--- src/rtl/sequenciador_jogo_pkg.sv ---
// Shared definitions for the Sudoku game-flow controller.
//  - estado_t    : game state encoding, also driven out as estado_jogo
//  - enables_t   : one-hot unit enables that accompany each state
//  - DIGITO_MIN/DIGITO_MAX and digito_legal(): legal user digit range
//  - enables_de(): maps a state to its unit enable vector
package sequenciador_jogo_pkg;

  typedef enum logic [2:0] {
    RECEBE_LINHA  = 3'b000,
    RECEBE_COLUNA = 3'b001,
    VERIFICA_POS  = 3'b010,
    RECEBE_VALOR  = 3'b011,
    VERIFICA_JOGO = 3'b100,
    FIM_JOGO      = 3'b101
  } estado_t;

  localparam logic [3:0] DIGITO_MIN = 4'd1;
  localparam logic [3:0] DIGITO_MAX = 4'd9;

  typedef struct packed {
    logic recebe_entrada;
    logic verifica_pos;
    logic verifica_jogo;
    logic fim_jogo;
  } enables_t;

  function automatic logic digito_legal(input logic [3:0] digito);
    return (digito >= DIGITO_MIN) && (digito <= DIGITO_MAX);
  endfunction

  // Every state maps to exactly one enable; unknown encodings fall back to
  // the entry unit so the outputs stay one-hot.
  function automatic enables_t enables_de(input estado_t estado);
    enables_t en;
    en = '0;
    case (estado)
      VERIFICA_POS:  en.verifica_pos   = 1'b1;
      VERIFICA_JOGO: en.verifica_jogo  = 1'b1;
      FIM_JOGO:      en.fim_jogo       = 1'b1;
      default:       en.recebe_entrada = 1'b1;
    endcase
    return en;
  endfunction

endpackage

--- src/rtl/sequenciador_jogo_contador_timeout.sv ---
// Checker watchdog counter.
//  clk, reset : clock and asynchronous active-high reset
//  clear      : forces the count to zero (priority over enable)
//  enable     : count one cycle spent waiting for a checker
//  expira     : high while enabled on the last allowed cycle (count == TIMEOUT_CICLOS-1)
module sequenciador_jogo_contador_timeout #(
  parameter int TIMEOUT_CICLOS = 50_000_000,
  parameter int CNT_W          = 26
) (
  input  logic clk,
  input  logic reset,
  input  logic clear,
  input  logic enable,
  output logic expira
);

  localparam logic [CNT_W-1:0] LIMITE = CNT_W'(TIMEOUT_CICLOS - 1);

  logic [CNT_W-1:0] cnt_q, cnt_d;

  // NOTE: every signal assigned in always_comb gets a default first, so no
  // path leaves it unassigned and no latch is inferred.
  always_comb begin
    cnt_d = cnt_q;
    if (clear) begin
      cnt_d = '0;
    end else if (enable) begin
      // Wrap rather than overflow; the controller leaves the state on expiry anyway.
      cnt_d = (cnt_q == LIMITE) ? '0 : cnt_q + CNT_W'(1);
    end
  end

  // NOTE: state registers use non-blocking assignments only, so every flop
  // samples pre-edge values regardless of block ordering.
  always_ff @(posedge clk or posedge reset) begin
    if (reset) cnt_q <= '0;
    else       cnt_q <= cnt_d;
  end

  assign expira = enable && (cnt_q == LIMITE);

endmodule

--- src/rtl/sequenciador_jogo.sv ---
// Game-flow controller for the Sudoku core.
// Captures row/column/value digits, hands off to the position and board
// checkers and waits for their done pulses (with a watchdog), counts moves and
// errors, and ends the game on win or error limit. reiniciar restarts from any
// state.
//  Inputs : clk, reset (async, active-high), reiniciar, entrada_valida, entrada[3:0],
//           pos_done/pos_livre, jogo_done/jogo_valido/jogo_completo
//  Outputs: estado_jogo[2:0], one-hot registered unit enables, latched linha/coluna/valor,
//           erros, jogadas (saturating), sticky vitoria/derrota, timeout_evt pulse
module sequenciador_jogo
  import sequenciador_jogo_pkg::*;
#(
  parameter int MAX_ERROS      = 3,
  parameter int TIMEOUT_CICLOS = 50_000_000,
  parameter int CNT_W          = 26,
  parameter int ERR_W          = 2,
  parameter int JOG_W          = 7
) (
  input  logic             clk,
  input  logic             reset,
  input  logic             reiniciar,
  input  logic             entrada_valida,
  input  logic [3:0]       entrada,
  input  logic             pos_done,
  input  logic             pos_livre,
  input  logic             jogo_done,
  input  logic             jogo_valido,
  input  logic             jogo_completo,
  output logic [2:0]       estado_jogo,
  output logic             enable_recebe_entrada,
  output logic             enable_verifica_pos,
  output logic             enable_verifica_jogo,
  output logic             enable_fim_jogo,
  output logic [3:0]       linha,
  output logic [3:0]       coluna,
  output logic [3:0]       valor,
  output logic [ERR_W-1:0] erros,
  output logic [JOG_W-1:0] jogadas,
  output logic             vitoria,
  output logic             derrota,
  output logic             timeout_evt
);

  estado_t          estado_q, estado_d;
  enables_t         enables_q;
  logic [3:0]       linha_q, linha_d;
  logic [3:0]       coluna_q, coluna_d;
  logic [3:0]       valor_q, valor_d;
  logic [ERR_W-1:0] erros_q, erros_d;
  logic [JOG_W-1:0] jogadas_q, jogadas_d;
  logic             vitoria_q, vitoria_d;
  logic             derrota_q, derrota_d;
  logic             timeout_evt_q, timeout_evt_d;

  logic em_verifica;
  logic expira;
  logic digito_ok;

  assign em_verifica = (estado_q == VERIFICA_POS) || (estado_q == VERIFICA_JOGO);
  assign digito_ok   = entrada_valida && digito_legal(entrada);

  // Held at zero outside the verify states, so each entry starts from zero.
  sequenciador_jogo_contador_timeout #(
    .TIMEOUT_CICLOS (TIMEOUT_CICLOS),
    .CNT_W          (CNT_W)
  ) u_contador_timeout (
    .clk    (clk),
    .reset  (reset),
    .clear  (reiniciar || !em_verifica),
    .enable (em_verifica),
    .expira (expira)
  );

  always_comb begin
    estado_d      = estado_q;
    linha_d       = linha_q;
    coluna_d      = coluna_q;
    valor_d       = valor_q;
    erros_d       = erros_q;
    jogadas_d     = jogadas_q;
    vitoria_d     = vitoria_q;
    derrota_d     = derrota_q;
    timeout_evt_d = 1'b0;

    if (reiniciar) begin
      estado_d  = RECEBE_LINHA;
      linha_d   = '0;
      coluna_d  = '0;
      valor_d   = '0;
      erros_d   = '0;
      jogadas_d = '0;
      vitoria_d = 1'b0;
      derrota_d = 1'b0;
    end else begin
      case (estado_q)
        RECEBE_LINHA: begin
          if (digito_ok) begin
            linha_d  = entrada;
            estado_d = RECEBE_COLUNA;
          end
        end
        RECEBE_COLUNA: begin
          if (digito_ok) begin
            coluna_d = entrada;
            estado_d = VERIFICA_POS;
          end
        end
        VERIFICA_POS: begin
          // A done arriving on the expiry cycle beats the watchdog.
          if (pos_done) begin
            estado_d = pos_livre ? RECEBE_VALOR : RECEBE_LINHA;
          end else if (expira) begin
            timeout_evt_d = 1'b1;
            estado_d      = RECEBE_LINHA;
          end
        end
        RECEBE_VALOR: begin
          if (digito_ok) begin
            valor_d  = entrada;
            estado_d = VERIFICA_JOGO;
            if (jogadas_q != '1) jogadas_d = jogadas_q + JOG_W'(1);
          end
        end
        VERIFICA_JOGO: begin
          if (jogo_done) begin
            if (jogo_completo) begin
              vitoria_d = 1'b1;
              estado_d  = FIM_JOGO;
            end else if (!jogo_valido) begin
              erros_d = erros_q + ERR_W'(1);
              if (erros_d == ERR_W'(MAX_ERROS)) begin
                derrota_d = 1'b1;
                estado_d  = FIM_JOGO;
              end else begin
                estado_d = RECEBE_LINHA;
              end
            end else begin
              estado_d = RECEBE_LINHA;
            end
          end else if (expira) begin
            timeout_evt_d = 1'b1;
            estado_d      = RECEBE_LINHA;
          end
        end
        FIM_JOGO: ;
        default: estado_d = RECEBE_LINHA;
      endcase
    end
  end

  always_ff @(posedge clk or posedge reset) begin
    if (reset) begin
      estado_q      <= RECEBE_LINHA;
      enables_q     <= enables_de(RECEBE_LINHA);
      linha_q       <= '0;
      coluna_q      <= '0;
      valor_q       <= '0;
      erros_q       <= '0;
      jogadas_q     <= '0;
      vitoria_q     <= 1'b0;
      derrota_q     <= 1'b0;
      timeout_evt_q <= 1'b0;
    end else begin
      estado_q      <= estado_d;
      // Decoded from the next state so enables move on the same edge as estado_jogo.
      enables_q     <= enables_de(estado_d);
      linha_q       <= linha_d;
      coluna_q      <= coluna_d;
      valor_q       <= valor_d;
      erros_q       <= erros_d;
      jogadas_q     <= jogadas_d;
      vitoria_q     <= vitoria_d;
      derrota_q     <= derrota_d;
      timeout_evt_q <= timeout_evt_d;
    end
  end

  assign estado_jogo           = estado_q;
  assign enable_recebe_entrada = enables_q.recebe_entrada;
  assign enable_verifica_pos   = enables_q.verifica_pos;
  assign enable_verifica_jogo  = enables_q.verifica_jogo;
  assign enable_fim_jogo       = enables_q.fim_jogo;
  assign linha                 = linha_q;
  assign coluna                = coluna_q;
  assign valor                 = valor_q;
  assign erros                 = erros_q;
  assign jogadas               = jogadas_q;
  assign vitoria               = vitoria_q;
  assign derrota               = derrota_q;
  assign timeout_evt           = timeout_evt_q;

endmodule

--- config.mk ---
export PLATFORM = sky130hd
export DESIGN_NAME = sequenciador_jogo
export DESIGN_NICKNAME = d
export VERILOG_FILES = /design/src/rtl/sequenciador_jogo_pkg.sv /design/src/rtl/sequenciador_jogo_contador_timeout.sv /design/src/rtl/sequenciador_jogo.sv
export SDC_FILE = /design/constraint.sdc
export NUM_CORES = 1
export LEC_CHECK = 0
export ABC_AREA = 0
export BUFFER_PORTS_ARGS = -buffer_cell sky130_fd_sc_hd__buf_2
export CORE_MARGIN = 2
export CORE_UTILIZATION = 51
export DETAILED_ROUTE_END_ITERATION = 7
export PLACE_DENSITY_LB_ADDON = 0.2
export SLEW_MARGIN = 10
export SYNTH_ARGS = -nofsm -noshare
export SYNTH_HDL_FRONTEND = slang
export SYNTH_SLANG_ARGS = --single-unit
--- constraint.sdc ---
create_clock -name clk -period 1.95 [get_ports clk]
set_input_delay 0.2925 -clock clk [delete_from_list [all_inputs] [get_ports clk]]
set_output_delay 0.2925 -clock clk [all_outputs]
set_load 0.05 [all_outputs]
==> results of run 1 <==
## metal layers
metal / wire length (µm) / global-route usage [%]
met2: 2620 / 31.3
met1: 2950 / 29.2
met4: 99 / 10.5
met3: 257 / 5.06
met5: 0 / 0
## through the flow
step                      utilization [%]  setup slack [ps]  cell area (µm²)  total power (µW)  hold WS (ps)
after floorplan                         -              27.8             2830              1350           423
after global placement               59.8              44.2             3250              1410           370
after detailed placement             59.8              26.7             3250              1410           380
after CTS                            63.5              14.7             3450              2520          15.7
after global routing                 63.9              5.25             3480              2600          22.4
final                                63.9              82.4             3480              2500          5.86
## worst max-delay path by stage
stage                                       startpoint                                       end  slack [ps]  cells past startpoint
3_5_place_dp   u_contador_timeout.cnt_q[7]$_DFFE_PP0P_   u_contador_timeout.cnt_q[8]$_DFFE_PP0P_          30                      4
2_1_floorplan                 estado_jogo[2]$_DFF_PP0_           enable_recebe_entrada$_DFF_PP1_          30                      5
6_report       u_contador_timeout.cnt_q[7]$_DFFE_PP0P_           enable_recebe_entrada$_DFF_PP1_          80                      4
4_1_cts        u_contador_timeout.cnt_q[9]$_DFFE_PP0P_   u_contador_timeout.cnt_q[8]$_DFFE_PP0P_          10                      5
5_1_grt        u_contador_timeout.cnt_q[9]$_DFFE_PP0P_  u_contador_timeout.cnt_q[17]$_DFFE_PP0P_           5                      5
3_3_place_gp   u_contador_timeout.cnt_q[7]$_DFFE_PP0P_   u_contador_timeout.cnt_q[7]$_DFFE_PP0P_          40                      4
## critical path, stage by stage, from the launching register on
cell and delay [ps]:
dfrtp_1 380, or4b_1 520, or4_4 570, a21oi_4 210, o21ba_2 150
## flip-flops by register name (all words and copies together) (netlist names)
| signal | cells |
|---|---|
| enable_verifica_pos | 1 |
| estado_jogo | 3 |
| valor | 4 |
| vitoria | 1 |
| enable_verifica_jogo | 1 |
| enable_recebe_entrada | 1 |
| u_contador_timeout.cnt_q | 26 |
| jogadas | 7 |
| coluna | 4 |
| timeout_evt | 1 |
| derrota | 1 |
| enable_fim_jogo | 1 |
| erros | 2 |
| linha | 4 |
## cells in the mapped netlist (all sizes together) (2+ instances only)
cell / n
and3: 5
nor3: 9
clkbuf: 3
xnor2: 11
nor4: 3
buf: 6
nor3b: 3
nor2b: 5
mux2i: 11
a21oi: 8
nand2: 18
nand2b: 2
or4: 4
o21ai: 3
xor2: 19
and4: 3
o21ba: 2
nor2: 54
nand4: 19
nor4b: 3
nand3: 12
ha: 3
dfrtp: 56
inv: 5
## final cells by class
class	count	area, µm²	share of cell area (%)
clock buffers	13	159	4.57
clock inverters	3	40.0	1.15
well taps	72	90.1	2.59
repair buffers	64	385	11.1
flip-flops and latches	57	1430	41.1
inverters	5	18.8	0.540
multi-input cells	209	1360	39.0
## placed cells by master, fill, tap and decap left out, drive strengths merged, types with 2 or more instances in the layout
cell	instances
xor2	19
nor4b	3
clkinv	2
clkbuf	13
or4	4
nand2	18
xnor2	11
ha	3
buf	64
a21oi	8
mux2i	11
nor4	3
dfrtp	56
nor2b	5
and3	5
nor2	54
nor3	9
o21ai	3
nor3b	3
and4	3
inv	5
o21ba	2
nand3	12
nand2b	2
nand4	19
## cell families after synthesis
kind of cell    Yosys count  share of synthesized area (%)
compound gates           20                           5.00
xor+xnor                 30                           9.28
fa+ha+maj                 3                           1.33
buf+inv                  14                           2.52
flops                    57                           50.4
mux                      11                           3.89
simple gates            145                           27.5
## power by group through the flow
stage	sequential, µW	clock (µW)	combinational [µW]
final	1200	1110	189
after global routing	1200	1190	207
after CTS	1200	1130	190
after detailed placement	1220	0	190
after global placement	1220	0	188
after floorplan	1270	0	78.5
==> qor.txt, run 1 <==
outcome - completed
Die Area - 6160 µm²
core box area - 5440 µm²
Top-Level Pins - 44
endpoints failing hold - 0
LEAKAGE - 0.00163 µW
Finished Layout Cells - 423
CTS buffer count - 9
Mapped Nets - 296
worst endpoint required time - 2230 ps
ratio of cells with drive above 1 in the final layout - 27.4%
row cnt - 27
P_sw - 590 µW
Cell variety after synth - 44
Final Slew Violations - 0
Seq/Total Area, Yosys - 50.4%
Area Overhead vs Synth - 22.9%
launch point of the worst reg-to-reg path - u_contador_timeout.cnt_q[7]$_DFFE_PP0P_
FFs w/ async S/R, synth - 100%
largest net degree at the start of global routing - 58
Min-Delay Path Class - in2async
post-synthesis register bit count - 57
Cells after Synth - 280
vias - 2245
max cap viols - 0
Remaining Overflow, GRT - 0
initial DRC count - 148
GRT Total Usage - 21.2%
Yosys warnings - 0
Diodes inserted - 0
Port Buffers - 43
crit-path max FO - 4
PwrDens - 718 nW/µm²
Final setup viols - 0
worst reg-to-reg path cell count - 4
placed insts - 407
initial antenna violation count - 0
Sw Share - 23.6%
reg-to-reg endpoint - enable_recebe_entrada$_DFF_PP1_
H-tree levels - 3
Synth top area share - 49.5%
post-DR wirelength/cell - 14.0 µm
Post-Syn Area - 2830 µm²
Starting Density - 52.0%
max_slew headroom - 66.6%
CP Class - reg2reg
vias in the first global route - 2093
Vias/cell - 5.31
hold buffers post-CTS - 0
clock net sink count - 57
Period minus WS final - 1870 ps
skew final - 6.00 ps
Worst Setup End Kind - register
sequential share of power - 48.1%
Root Driver - clkbuf_8
CTS Buffer Depth - 2
clock share of power - 44.3%
Synth Flop Type - dfrtp_1
die height - 78.5 µm
routability congestion estimate - 0.777
worst-margin pin slew - 497 ps
Synth Area per Inst - 10.1 µm²
Clock transition at path regs - 70 ps
fmax - 535 MHz
total iterations of the first detailed-routing run - 4
dominant cells by area after synthesis - dfrtp_1, nor2_1, xor2_1, nand4_1, mux2i_1
Setup Buffers After CTS - 0
reg2reg setup slack - 80 ps
antenna-violating nets left - 0
peak supply drop - 0.000548 V
crit path DAT - 2150 ps
largest area contributor in the netlist - dfrtp_1
global-route wire length before repair - 9.92 mm
Total Routed Length - 5.93 mm
CP Launch Type - register
internal power - 1910 µW
Final Cycle Share - 95.8%
# DRC - 0
Die Wd - 78.5 µm
Skew-Pair Late Insertion Delay - 330 ps
unrepaired setup endpoints after global routing - no
CTS tree - done
Total Neg Setup Slack - 0 ps
Total Nets Final - 362
dpl hpwl - 4.24 mm
# fillers - 454
Logic pwr share - 7.6%
number of synthesized flops with an enable pin - 0
CTS resizes - 0
Note: power is estimated with default switching activity, not from simulation.
==> run 2, diff against run 1 <==
SYNTH_HIERARCHICAL = 1   (was default)
==> qor.txt, run 2 <==
peak supply drop - 0.000445 V (was 0.000548 V)
commonest non-fill, non-tap cell in the layout - dfrtp_1 (unchanged)
Total Routed Length - 7.07 mm (was 5.93 mm)
CP max stage delay - 440 ps (was 570 ps)
GRT Total Usage - 22.5% (was 21.2%)
H-tree levels - 3 (unchanged)
Sw Share - 27.1% (was 23.6%)
# fillers - 410 (was 454)
max FFs per register - 26 (unchanged)
antenna-violating nets left - 0 (unchanged)
post-synthesis register bit count - 57 (unchanged)
Vias/cell - 5.69 (was 5.31)
Seq/Total Area, Yosys - 48.3% (was 50.4%)
Synth Flop Type - dfrtp_1 (unchanged)
# DRC - 0 (unchanged)
Total Nets Final - 397 (was 362)
GR Util met1 - 28.8% (was 29.2%)
Port Buffers - 43 (unchanged)
Final Cycle Share - 101% (was 95.8%)
LEAKAGE - 0.00175 µW (was 0.00163 µW)
Final Slew Violations - 0 (unchanged)
initial antenna violation count - 0 (unchanged)
Clock transition at path regs - 70 ps (about the same)
crit path DAT - 2240 ps (was 2150 ps)
Yosys warnings - 6 (was 0)
final setup margin - -21.3 ps (was 82.4 ps)
largest net degree at the start of global routing - 32 (was 58)
CTS buffer count - 9 (unchanged)
most frequent cell after synthesis - dfrtp_1 (unchanged)
dpl hpwl - 4.46 mm (was 4.24 mm)
post-DR wirelength/cell - 15.4 µm (was 14.0 µm)
Crit path max-delay family - simple AND/OR/NAND/NOR gates (unchanged)
GR Util met3 - 7.30% (was 5.06%)
total iterations of the first detailed-routing run - 5 (was 4)
Starting Density - 53.4% (was 52.0%)
CP Class - reg2reg (unchanged)
initial DRC count - 177 (was 148)
global-route wire length before repair - 11.2 mm (was 9.92 mm)
crit-path max FO - 12 (was 4)
worst endpoint required time - 2220 ps (was 2230 ps)
Cell variety after synth - 53 (was 44)
vias in the first global route - 2432 (was 2093)
skew final - 10.5 ps (was 6.00 ps)
Min-Delay Path Class - in2reg (was in2async)
Die Wd - 80.2 µm (was 78.5 µm)
Total Neg Setup Slack - -112 ps (was 0 ps)
failing checks - negative setup slack
endpoints failing hold - 0 (unchanged)
Logic pwr share - 9.7% (was 7.6%)
P_sw - 698 µW (was 590 µW)
FFs w/ async S/R, synth - 100% (unchanged)
max cap viols - 0 (unchanged)
worst-margin pin slew - 441 ps (was 497 ps)
Commonest cells post-synth - dfrtp_1, nor2_1, a21oi_1, nand2_1 (was dfrtp_1, nor2_1, nand4_1, xor2_1, nand2_1)
ratio of cells with drive above 1 in the final layout - 38.6% (was 27.4%)
crit-path cells - nand2b_4 -> a21oi_4 -> buf_4 -> o211a_4 -> nand4_4 -> or4_1 -> a21oi_1 (was or4b_1 -> or4_4 -> a21oi_4 -> o21ba_2)
clock share of power - 43.5% (was 44.3%)
Diodes inserted - 0 (unchanged)
unrepaired setup endpoints after global routing - yes (was no)
Largest Register - u_contador_timeout/cnt_q (was u_contador_timeout.cnt_q)
Root Driver - clkbuf_8 (unchanged)
Area Overhead vs Synth - 33.0% (was 22.9%)
Mapped Nets - 315 (was 296)
CP Launch Type - register (unchanged)
CTS tree - done (unchanged)
Synth Area per Inst - 9.89 µm² (was 10.1 µm²)
Synth top area share - 47.4% (was 49.5%)
Cells after Synth - 299 (was 280)
vias - 2605 (was 2245)
Die Area - 6420 µm² (was 6160 µm²)
outcome - complete, but fails checks (was completed)
internal power - 1880 µW (was 1910 µW)
Post-Place Cell Area - 3440 µm² (was 3250 µm²)
die height - 80.2 µm (was 78.5 µm)
Post-Syn Area - 2960 µm² (was 2830 µm²)
WP buf/inv - 1 (was 0)
core box area - 5540 µm² (was 5440 µm²)
largest area contributor in the netlist - dfrtp_1 (unchanged)
routability congestion estimate - 0.835 (was 0.777)
final non-filler cell area - 3940 µm² (was 3480 µm²)
most frequent cells in the layout - dfrtp_1, buf_2, buf_4, nor2_1 (was dfrtp_1, nor2_1, buf_2, buf_4)
number of synthesized flops with an enable pin - 0 (unchanged)
Period minus WS final - 1970 ps (was 1870 ps)
Critical-path top delay cell - dfrtp_2 (was or4_4)
Worst Setup End Kind - register (unchanged)
Skew-Pair Late Insertion Delay - 350 ps (was 330 ps)
Remaining Overflow, GRT - 0 (unchanged)
Top-Level Pins - 44 (unchanged)
CTS Buffer Depth - 2 (unchanged)
Final setup viols - 10 (was 0)
clock net sink count - 57 (unchanged)
met2 usage - 36.1% (was 31.3%)
max_slew headroom - 70.4% (was 66.6%)
sequential share of power - 46.8% (was 48.1%)
PwrDens - 654 nW/µm² (was 718 nW/µm²)
row cnt - 27 (unchanged)
fmax - 507 MHz (was 535 MHz)
dominant cells by area after synthesis - dfrtp_1, a21oi_1, nor2_1, mux2i_1, nand4_1 (was dfrtp_1, nor2_1, xor2_1, nand4_1, mux2i_1)
layer with the highest usage - met2 (unchanged)
run 2: cell types whose count changed after synthesis, sizes merged, moves of 5 or more:
| cell | before | now |
|---|---|---|
| o31ai | 0 | 7 |
| nor3 | 9 | 4 |
| nor2 | 54 | 34 |
| o21ai | 3 | 14 |
| xor2 | 19 | 7 |
| or3 | 0 | 11 |
| a21oi | 8 | 27 |
| inv | 5 | 10 |
run 2: timing repair:
item / in CTS / in global routing
pin swaps: 7 / 8
endpoints found under the setup margin: 27 / 28
cloned: 0 / 2
endpoints found under the hold margin: 2 / 0
buffers inserted: 3 / 10
hold buffers: 1 / 0
gates resized for setup: 5 / 41
run 2: through the flow:
stage	hold WS (ps)	instances	setup slack, ps	total power [µW]	utilization (%)
6_report	247	458	-21.3	2580	71.0
5_1_grt	270	458	-158	2680	71.0
4_1_cts	247	447	13.1	2570	66.7
3_5_place_dp	376	427	-160	1460	62.0
3_3_place_gp	378	427	-90.7	1460	62.0
2_1_floorplan	333	299	-80.8	1390	-
run 2: logic make-up after synthesis:
kind of cell	count (synthesis)	share of synthesized area [%]
and+or+nand+nor	132	26.9
AOI/OAI and AO/OA	59	12.1
DFF	57	48.3
buffers and inverters	25	4.36
xor gates and xnor gates	14	4.15
muxes	9	3.05
adders and majority gates	3	1.27
run 2: area by class of cell:
class / instances / area [µm²] / share of cell area, %
multi-input cells: 217 / 1610 / 40.9
flip-flops and latches: 57 / 1430 / 36.4
repair buffers: 86 / 571 / 14.5
clock buffers: 10 / 128 / 3.24
well taps: 72 / 90.1 / 2.29
clock inverters: 6 / 67.6 / 1.72
inverters: 10 / 37.5 / 0.954
run 2: power groups by stage:
stage	sequential (µW)	clock (µW)	combinational, µW
after detailed placement	1230	0	230
final	1210	1120	249
after global routing	1210	1200	272
after floorplan	1270	0	115
after global placement	1230	0	230
after CTS	1210	1130	233
run 2: worst paths after layout:
path	to	from	cells after the start	slack, ps
setup reg to reg	u_contador_timeout/cnt_q[24]$_DFFE_PP0P_	estado_jogo[1]$_DFF_PP0_	7	-20
hold reg to reg	derrota$_DFFE_PP0P_	derrota$_DFFE_PP0P_	2	500
min in group asynchronous	u_contador_timeout/cnt_q[22]$_DFFE_PP0P_	reset	4	560
max in group asynchronous	enable_recebe_entrada$_DFF_PP1_	reset	4	1050
hold / removal	valor[2]$_DFFE_PP0P_	entrada[2]	3	250
setup / recovery	u_contador_timeout/cnt_q[24]$_DFFE_PP0P_	estado_jogo[1]$_DFF_PP0_	7	-20
run 2: worst reg2reg max path, cell delays in order, from the launching register on:
cell and delay [ps]:
dfrtp_2 440, nand2b_4 170, a21oi_4 190, buf_4 170, o211a_4 190, nand4_4 160, or4_1 440, a21oi_1 150
run 2: routing by layer:
layer / up-vias / part of all wire (%)
met5: - / 0
met4: 0 / 1.4
met3: 13 / 4.9
met2: 67 / 50
met1: 1278 / 43
li1: 1247 / -
